### src/rtl/uart_cmd_pkg.sv
// Shared constants, FSM state type and letter decode helpers for the UART
// command parser.
package uart_cmd_pkg;

    localparam logic [7:0] ASCII_HASH = 8'h23;
    localparam logic [7:0] ASCII_CR   = 8'h0D;
    localparam logic [7:0] ASCII_ESC  = 8'h1B;
    localparam logic [7:0] ASCII_ZERO = 8'h30;
    localparam logic [7:0] ASCII_NINE = 8'h39;

    // Command letter table, channel 0 in the low byte: H, M, S, R, C
    localparam int MAX_CMD = 5;
    localparam logic [MAX_CMD-1:0][7:0] CMD_LETTER = {8'h43, 8'h52, 8'h53, 8'h4D, 8'h48};

    typedef enum logic [1:0] {
        ST_IDLE = 2'd0,
        ST_SEL  = 2'd1,
        ST_NUM  = 2'd2
    } state_t;

    typedef struct packed {
        logic       hit;
        logic [2:0] idx;
    } letter_t;

    function automatic logic [7:0] to_upper(input logic [7:0] b);
        if (b >= 8'h61 && b <= 8'h7A) return b - 8'h20;
        return b;
    endfunction

    // Map a byte to an enabled channel; only the first num_cmd letters count.
    function automatic letter_t decode_letter(input logic [7:0] b, input int num_cmd);
        letter_t    r;
        logic [7:0] u;
        r = '0;
        u = to_upper(b);
        for (int i = 0; i < MAX_CMD; i++) begin
            if (i < num_cmd && !r.hit && u == CMD_LETTER[i]) begin
                r.hit = 1'b1;
                r.idx = 3'(i);
            end
        end
        return r;
    endfunction

endpackage

### src/rtl/uart_cmd_parser_pulse.sv
// cmd_pulse_stretch: holds a loaded one-hot value for PULSE_LEN cycles;
// a new load replaces the value and restarts the count.
module cmd_pulse_stretch #(
    parameter int NUM_CMD   = 5,
    parameter int PULSE_LEN = 1
) (
    input  logic               clk,
    input  logic               reset,
    input  logic               load,
    input  logic [NUM_CMD-1:0] onehot,
    output logic [NUM_CMD-1:0] control
);

    localparam logic [7:0] RELOAD = 8'(PULSE_LEN - 1);

    logic [7:0] cnt;

    // Load/hold/expire the pulse; cnt counts the remaining high cycles after this one
    always_ff @(posedge clk) begin
        if (reset) begin
            control <= '0;
            cnt     <= '0;
        end else if (load) begin
            control <= onehot;
            cnt     <= RELOAD;
        end else if (cnt != 8'd0) begin
            cnt     <= cnt - 8'd1;
        end else begin
            control <= '0;
        end
    end

endmodule

### src/rtl/uart_cmd_parser.sv
// UART command parser: single letters fire command pulses, "#<letter><digits>\r"
// loads set_idx/set_value. Optional idle abort of open set-sequences is built
// when UART_CMD_TIMEOUT_EN is defined.
module uart_cmd_parser
    import uart_cmd_pkg::*;
#(
    parameter int NUM_CMD     = 5,
    parameter int ARG_W       = 7,
    parameter int ARG_DIGITS  = 2,
    parameter int PULSE_LEN   = 1,
    parameter int TIMEOUT_CYC = 100000
) (
    input  logic               clk,
    input  logic               reset,
    input  logic [7:0]         data,
    input  logic               data_valid,
    output logic [NUM_CMD-1:0] control,
    output logic               set_valid,
    output logic [2:0]         set_idx,
    output logic [ARG_W-1:0]   set_value,
    output logic               err
);

    localparam int               ACC_W   = ARG_W + 5;
    localparam logic [ARG_W-1:0] ARG_MAX = '1;
    localparam logic [1:0]       DIG_MAX = 2'(ARG_DIGITS);

    state_t           state, state_nxt;
    letter_t          lt;
    logic             is_digit;
    logic [3:0]       digit;
    logic [ARG_W-1:0] acc, acc_sat;
    logic [ACC_W-1:0] prod;
    logic [1:0]       dcnt;
    logic [2:0]       idx;
    logic [NUM_CMD-1:0] onehot;
    logic             fire_cmd, fire_sel, fire_dig, fire_set, fire_err;
    logic             timeout;

    assign lt       = decode_letter(data, NUM_CMD);
    assign is_digit = (data >= ASCII_ZERO) && (data <= ASCII_NINE);
    assign digit    = 4'(data - ASCII_ZERO);
    assign prod     = {5'b0, acc} * ACC_W'(10) + ACC_W'(digit);
    assign acc_sat  = (prod > ACC_W'(ARG_MAX)) ? ARG_MAX : prod[ARG_W-1:0];

    // One-hot select of the decoded channel
    always_comb begin
        onehot = '0;
        for (int i = 0; i < NUM_CMD; i++) onehot[i] = (lt.idx == 3'(i));
    end

`ifdef UART_CMD_TIMEOUT_EN
    localparam int            TO_W    = $clog2(TIMEOUT_CYC + 1);
    localparam logic [TO_W-1:0] TO_LAST = TO_W'(TIMEOUT_CYC - 1);
    logic [TO_W-1:0] idle_cnt;

    // Count consecutive byte-free cycles while a set-sequence is open
    always_ff @(posedge clk) begin
        if (reset || data_valid || state == ST_IDLE) idle_cnt <= '0;
        else if (!timeout)                           idle_cnt <= idle_cnt + 1'b1;
    end

    assign timeout = (state != ST_IDLE) && !data_valid && (idle_cnt == TO_LAST);
`else
    assign timeout = 1'b0;
`endif

    // FSM state register
    always_ff @(posedge clk) begin
        if (reset) state <= ST_IDLE;
        else       state <= state_nxt;
    end

    // FSM next state; ESC always returns to IDLE, any NUM exit other than a digit ends the sequence
    always_comb begin
        state_nxt = state;
        if (data_valid && data == ASCII_ESC) begin
            state_nxt = ST_IDLE;
        end else if (data_valid) begin
            case (state)
                ST_IDLE: if (data == ASCII_HASH) state_nxt = ST_SEL;
                ST_SEL:  state_nxt = lt.hit ? ST_NUM : ST_IDLE;
                ST_NUM:  if (!(is_digit && dcnt < DIG_MAX)) state_nxt = ST_IDLE;
                default: state_nxt = ST_IDLE;
            endcase
        end else if (timeout) begin
            state_nxt = ST_IDLE;
        end
    end

    // FSM actions for the current byte
    always_comb begin
        fire_cmd = 1'b0;
        fire_sel = 1'b0;
        fire_dig = 1'b0;
        fire_set = 1'b0;
        fire_err = 1'b0;
        if (data_valid && data != ASCII_ESC) begin
            case (state)
                ST_IDLE: fire_cmd = lt.hit;
                ST_SEL: begin
                    fire_sel = lt.hit;
                    fire_err = !lt.hit;
                end
                ST_NUM: begin
                    if (is_digit) begin
                        if (dcnt < DIG_MAX) fire_dig = 1'b1;
                        else                fire_err = 1'b1;
                    end else if (data == ASCII_CR) begin
                        if (dcnt != 2'd0) fire_set = 1'b1;
                        else              fire_err = 1'b1;
                    end else begin
                        fire_err = 1'b1;
                    end
                end
                default: ;
            endcase
        end else if (!data_valid && timeout) begin
            fire_err = 1'b1;
        end
    end

    // Argument accumulator and registered set/err outputs
    always_ff @(posedge clk) begin
        if (reset) begin
            acc       <= '0;
            dcnt      <= '0;
            idx       <= '0;
            set_idx   <= '0;
            set_value <= '0;
            set_valid <= 1'b0;
            err       <= 1'b0;
        end else begin
            if (fire_sel) begin
                idx  <= lt.idx;
                acc  <= '0;
                dcnt <= '0;
            end else if (fire_dig) begin
                acc  <= acc_sat;
                dcnt <= dcnt + 2'd1;
            end
            if (fire_set) begin
                set_idx   <= idx;
                set_value <= acc;
            end
            set_valid <= fire_set;
            err       <= fire_err;
        end
    end

    cmd_pulse_stretch #(
        .NUM_CMD  (NUM_CMD),
        .PULSE_LEN(PULSE_LEN)
    ) u_pulse (
        .clk    (clk),
        .reset  (reset),
        .load   (fire_cmd),
        .onehot (onehot),
        .control(control)
    );

endmodule

### config.mk
export PLATFORM = sky130hd
export DESIGN_NAME = uart_cmd_parser
export DESIGN_NICKNAME = d
export VERILOG_FILES = /design/src/rtl/uart_cmd_pkg.sv /design/src/rtl/uart_cmd_parser_pulse.sv /design/src/rtl/uart_cmd_parser.sv
export SDC_FILE = /design/constraint.sdc
export NUM_CORES = 1
export LEC_CHECK = 0
export ABC_AREA = 1
export ABC_CLOCK_PERIOD_IN_PS = 5800
export CAP_MARGIN = 20
export CORE_MARGIN = 3
export CORE_UTILIZATION = 25
export CTS_BUF_LIST = sky130_fd_sc_hd__clkbuf_16
export DETAILED_ROUTE_END_ITERATION = 10
export PLACE_DENSITY_LB_ADDON = 0.05
export SKIP_LAST_GASP = 1
export SLEW_MARGIN = 5
export SYNTH_ARGS = -nofsm -noshare
export SYNTH_HDL_FRONTEND = slang
export SYNTH_HIERARCHICAL = 1
export SYNTH_SLANG_ARGS = --single-unit
export TNS_END_PERCENT = 50
### constraint.sdc
create_clock -name clk -period 5.8 [get_ports clk]
set_clock_uncertainty 0.1 [all_clocks]
set_input_delay 0.58 -clock clk [delete_from_list [all_inputs] [get_ports clk]]
set_output_delay 0.58 -clock clk [all_outputs]
set_load 0.02 [all_outputs]
==> results of run 1 <==
## layout by cell type (no fill, tap or decap), types with 2 or more instances in the layout
cell             instances
nor2_1                  62
nand2_1                 61
inv_1                   43
dfxtp_1                 39
clkdlybuf4s50_1         27
nand3_1                 26
ha_1                    20
o21ai_0                 19
a21oi_1                 17
nor2_2                   7
nand4_1                  6
xor2_1                   6
clkbuf_16                5
nor3_1                   4
a211oi_1                 4
nand3_2                  2
nand3b_1                 2
nand2_4                  2
xnor2_1                  2
fa_1                     2
nand2_2                  2
## stage by stage
| step | instances | total power [W] | hold WS [ns] | util |
|---|---|---|---|---|
| floorplan | 336 | 0.000305 | 0.332 | - |
| global placement | 487 | 0.000324 | 0.347 | 0.310 |
| detailed placement | 487 | 0.000323 | 0.350 | 0.310 |
| CTS | 495 | 0.000646 | 0.359 | 0.329 |
| global route | 495 | 0.000664 | 0.371 | 0.329 |
| finish | 495 | 0.000633 | 0.354 | 0.329 |
## layer usage
metal	global-route usage	wire length [um]	part of all wire
met5	0	0	0
met4	0.0388	67	0.012
met1	0.165	2980	0.53
met2	0.177	2480	0.44
met3	0.0228	131	0.023
## power breakdown
group	switching, W	internal [W]	total, W
Clock	0.000114	0.000203	0.000317
Sequential	0.00000127	0.000269	0.000271
Combinational	0.0000284	0.0000171	0.0000455
## cell families (layout without fill, tap and decap cells)
group,after synthesis,after routing,synth area share
compound gates,42,42,0.0950
flops,39,39,0.329
xor+xnor,8,8,0.0296
buf+inv,46,79,0.0750
fa+ha+maj,22,22,0.122
simple gates,179,179,0.348
## registers in the layout, indices dropped and copies added, names as in the netlist
name and flops:
u_pulse/cnt 8, acc 7, dcnt 2, u_pulse/control 5, state 2, set_valid 1, set_idx 3, set_value 7
idx 3, err 1
## worst max-delay path, stage by stage
cell,delay [ns]
clkdlybuf4s50_1,0.60
inv_1,0.12
ha_1,0.31
o21bai_1,0.15
a21oi_1,0.12
nor2_1,0.07
nor2_2,0.18
nand3_1,0.18
nand4_2,0.19
inv_1,0.07
nor3_1,0.49
inv_1,0.09
nor2_1,0.26
nand2_1,0.10
nand2_1,0.07
## cell type report
type | instances | area [um2]
Clock inverter | 3 | 43.8
Sequential cell | 39 | 781
Inverter | 44 | 165
Tap cell | 126 | 158
Fill cell | 987 | 6020
Clock buffer | 5 | 125
Multi-Input combinational cell | 251 | 1410
Timing Repair Buffer | 27 | 270
## path summary, 6_finish.rpt
check	slack, ns	endpoint	cells past startpoint	from
worst max-delay path	2.35	u_pulse/control[0]$_SDFFE_PP0P_	15	data[5]
worst min-delay path	0.35	idx[2]$_SDFFE_PP0P_	2	idx[2]$_SDFFE_PP0P_
worst max register to register	3.16	acc[1]$_SDFFE_PP0P_	11	acc[3]$_SDFFE_PP0P_
worst min register to register	0.35	idx[2]$_SDFFE_PP0P_	2	idx[2]$_SDFFE_PP0P_
==> out/results.tsv, run 1 <==
metric	value	unit
drv_slew	0	
htree_levels	2	
power.density	214	nW/um2
fin_area	2950	um2
setup_slack	2.35	ns
gp_congestion	0.744	
cts_max_path_buffers	2	
setup_viol	0	
drt_iter0_drc	70	
max_freq	290	MHz
outcome	finished, final reports clean	
ys_async_sr_fraction	0	
drive_gt1_frac	0.0678	
synth_cell_type_count	29	
finalCritPeriodShare	0.595	
synth_edf_count	0	
synth_area_leader_cell	dfxtp_1	
die_x	103	um
syn-num-nets	369	
path_class	in -> reg	
vias_per_cell	4.24	
insertion_delay	0.28	ns
critPathCaptureType	flip-flop	
die_area	10700	um2
clock_sinks	39	
period_needed	3.45	ns
fin_nets	401	
grt_pass1_wl	9760	um
antennaDiodeCount	0	
die_y	103	um
pre_cts_slack	2.09	ns
vias	2097	
start_kind	input port	
floorplan.initialDensity	0.264	
netlist_area	2370	um2
rsz0062_at_grt	no	
synthTopCellsByArea	dfxtp_1 33%, ha_1 11%, nor2_1 9.8%	
ant_nets	0	
fin_setup_tns	0	ns
track_usage	0.117	
synth_seq_cells	39	
synthTopCellsByCount	62 x nor2_1, 61 x nand2_1, 43 x inv_1, 39 x dfxtp_1, 26 x nand3_1	
crit_fanout	7	
numCtsBuffers	5	
fp.coreArea	8980	um2
antenna_found_initial	0	
cts.clk_slew.worst_paths	0.06	ns
syn_area_per_cell	7.05	um2
wl_per_cell	11.4	um
synthCells	336	
relSlewSlack	0.576	
syn2layout_area_growth	24.7	%
cp.required	5.93	ns
io_buffer_count	27	
drtPass1Iterations	4	
wirelength	5660	um
synth_top_area_frac	0.329	
p_leak	1.35	nW
ys_seq_area_frac	0.329	
worst_pin_slew	0.631	ns
first_global_vias	1995	
rows	34	
drc_errors	0	
cts_resized	0	
hold_violations	0	
maxCapViolations	0	
post-cts-setup-buffer-count	0	
cts_tree	built	
dp_hpwl	4510	um
max-vdd-ir-drop	0.0912	mV
overflow	0	
synth_most_common_cell	nor2_1	
grt_max_degree	15	
synthFlopType	dfxtp_1	
worstPathArrival	3.57	ns
cts_hold_buf	0	
postPlaceCellArea	2790	um2
ioPinCount	28	
cts_root_buffer	clkbuf_16	
ys_warn_count	6	
hp-class	reg -> reg	
(Power assumes the default switching activity.)
==> inputs of run 2 (changes only) <==
- ABC_CLOCK_PERIOD_IN_PS: 5800 -> 3350
- clock period: 5.8 -> 3.35 ns (I/O delays scaled with it)
==> out/results.tsv, run 2 (synthesized netlist as in run 1, its figures left out) <==
metric	value	unit
power.total	0.00109	W
worst_pin_slew	0.529	ns
outcome	finished, final reports clean	
p_leak	1.37	nW
cts_tree	built	
htree_levels	2	
die_y	103	um
path_class	in -> reg	
cts_root_buffer	clkbuf_16	
min_to	idx[2]$_SDFFE_PP0P_	
r2r_start	acc[3]$_SDFFE_PP0P_	
critPathMaxStageDelay	0.48	ns
hold_violations	0	
worstHoldStart	idx[2]$_SDFFE_PP0P_	
finalCritPeriodShare	0.822	
cts_resized	0	
critical_path.top_delay_family	simple AND/OR/NAND/NOR gates	
track_usage	0.110	
io_buffer_count	27	
min_path_cells	2	
layout_common_cells	62 x nor2_1, 61 x nand2_1, 43 x inv_1, 39 x dfxtp_1, 27 x clkdlybuf4s50_1	
die_area	10700	um2
ant_nets	0	
overflow	0	
top_regs	u_pulse/cnt: 8 flops, acc: 7 flops, set_value: 7 flops	
gp_congestion	0.768	
syn2layout_area_growth	25.6	%
reg2reg_depth	11	
holdWs	0.358	ns
fin_area	2980	um2
maxCapViolations	0	
period_needed	2.75	ns
vias_per_cell	4.24	
cp_cell_sequence	clkdlybuf4s50_1 -> inv_1 -> ha_1 -> o21bai_1 -> a21oi_1 -> nor2_1 -> nor2_2 -> nand3_1 -> nand4_2 -> inv_1 -> nor3_1 -> buf_4 -> nor2_8 -> nand2_4 -> a21oi_1	
drv_slew	0	
relSlewSlack	0.647	
rrSetupSlack	0.70	ns
ioPinCount	28	
power.density	367	nW/um2
cts_max_path_buffers	2	
drt_iter0_drc	38	
regMostFlops	u_pulse/cnt	
post-cts-setup-buffer-count	0	
vias	2112	
numCtsBuffers	5	
path_buf_inv	4	
max_freq	363	MHz
critPathCaptureType	flip-flop	
hp-class	reg -> reg	
fp.coreArea	8980	um2
postPlaceCellArea	2810	um2
max-vdd-ir-drop	0.183	mV
die_x	103	um
clock_sinks	39	
rows	34	
insertion_delay	0.28	ns
cts.clk_slew.worst_paths	0.06	ns
antennaDiodeCount	0	
rsz0062_at_grt	no	
worstReg2RegEnd	acc[1]$_SDFFE_PP0P_	
cp.required	3.42	ns
crit_fanout	8	
drive_gt1_frac	0.0753	
final_common_cell	nor2_1	
wl_per_cell	11.1	um
slowest_stage	clkdlybuf4s50_1	
grt_pass1_wl	9330	um
drtPass1Iterations	4	
cts_hold_buf	0	
fin_nets	404	
fill_cells	995	
grt_max_degree	15	
fin_setup_tns	0	ns
drc_errors	0	
largest_reg_flops	8	
worstPathArrival	2.82	ns
floorplan.initialDensity	0.264	
antenna_found_initial	0	
pre_cts_slack	0.270	ns
dp_hpwl	4410	um
setup_viol	0	
wirelength	5510	um
first_global_vias	2037	
start_kind	input port	
setup_slack	0.596	ns
run 2: cell types whose count changed in the layout (fill, tap and decap cells not counted), sizes merged:
cell / before / now
buf: 0 / 3
run 2: worst max path at each step:
stage / start / end / slack [ns] / cells after the start
after floorplan: data[5] / u_pulse/control[0]$_SDFFE_PP0P_ / 0.82 / 14
after global placement: data[5] / u_pulse/cnt[5]$_SDFFE_PP0P_ / 0.30 / 15
after detailed placement: data[5] / u_pulse/cnt[5]$_SDFFE_PP0P_ / 0.27 / 15
after CTS: data[5] / u_pulse/cnt[5]$_SDFFE_PP0P_ / 0.58 / 15
after global routing: data[5] / u_pulse/control[3]$_SDFFE_PP0P_ / 0.31 / 15
final: data[5] / u_pulse/cnt[5]$_SDFFE_PP0P_ / 0.60 / 15
run 2: stage by stage:
stage                util  cells
floorplan               -    336
global placement    0.313    490
detailed placement  0.313    490
CTS                 0.332    498
global route        0.332    498
finish              0.332    498
run 2: routing by layer:
layer,global-route usage,share of wire
met5,0,0
met4,0.0388,0.0085
met1,0.147,0.52
met2,0.177,0.45
met3,0.0228,0.030
run 2: layout make-up:
cell class | instances | area, um2 | share of cell area
clock inverter | 3 | 43.8 | 0.0147
clock buffer | 5 | 125 | 0.0420
inverter | 44 | 165 | 0.0555
multi-input combinational | 251 | 1410 | 0.474
tap | 126 | 158 | 0.0530
sequential | 39 | 781 | 0.262
timing repair buffer | 30 | 293 | 0.0984
run 2: tightest hold or removal path: cells and delay by family (launching register included):
kind / cells / cell delay (ns)
AO/OA/AOI/OAI: 1 / 0.06
buffers and inverters: 1 / 0.06
flip-flops: 1 / 0.29
run 2: power by group:
part	leakage, nW	internal (W)	switching [W]
Clock	0.0838	0.000351	0.000192
Combinational	0.972	0.0000311	0.0000488
Sequential	0.314	0.000467	0.00000213
Total	1.37	0.000849	0.000243
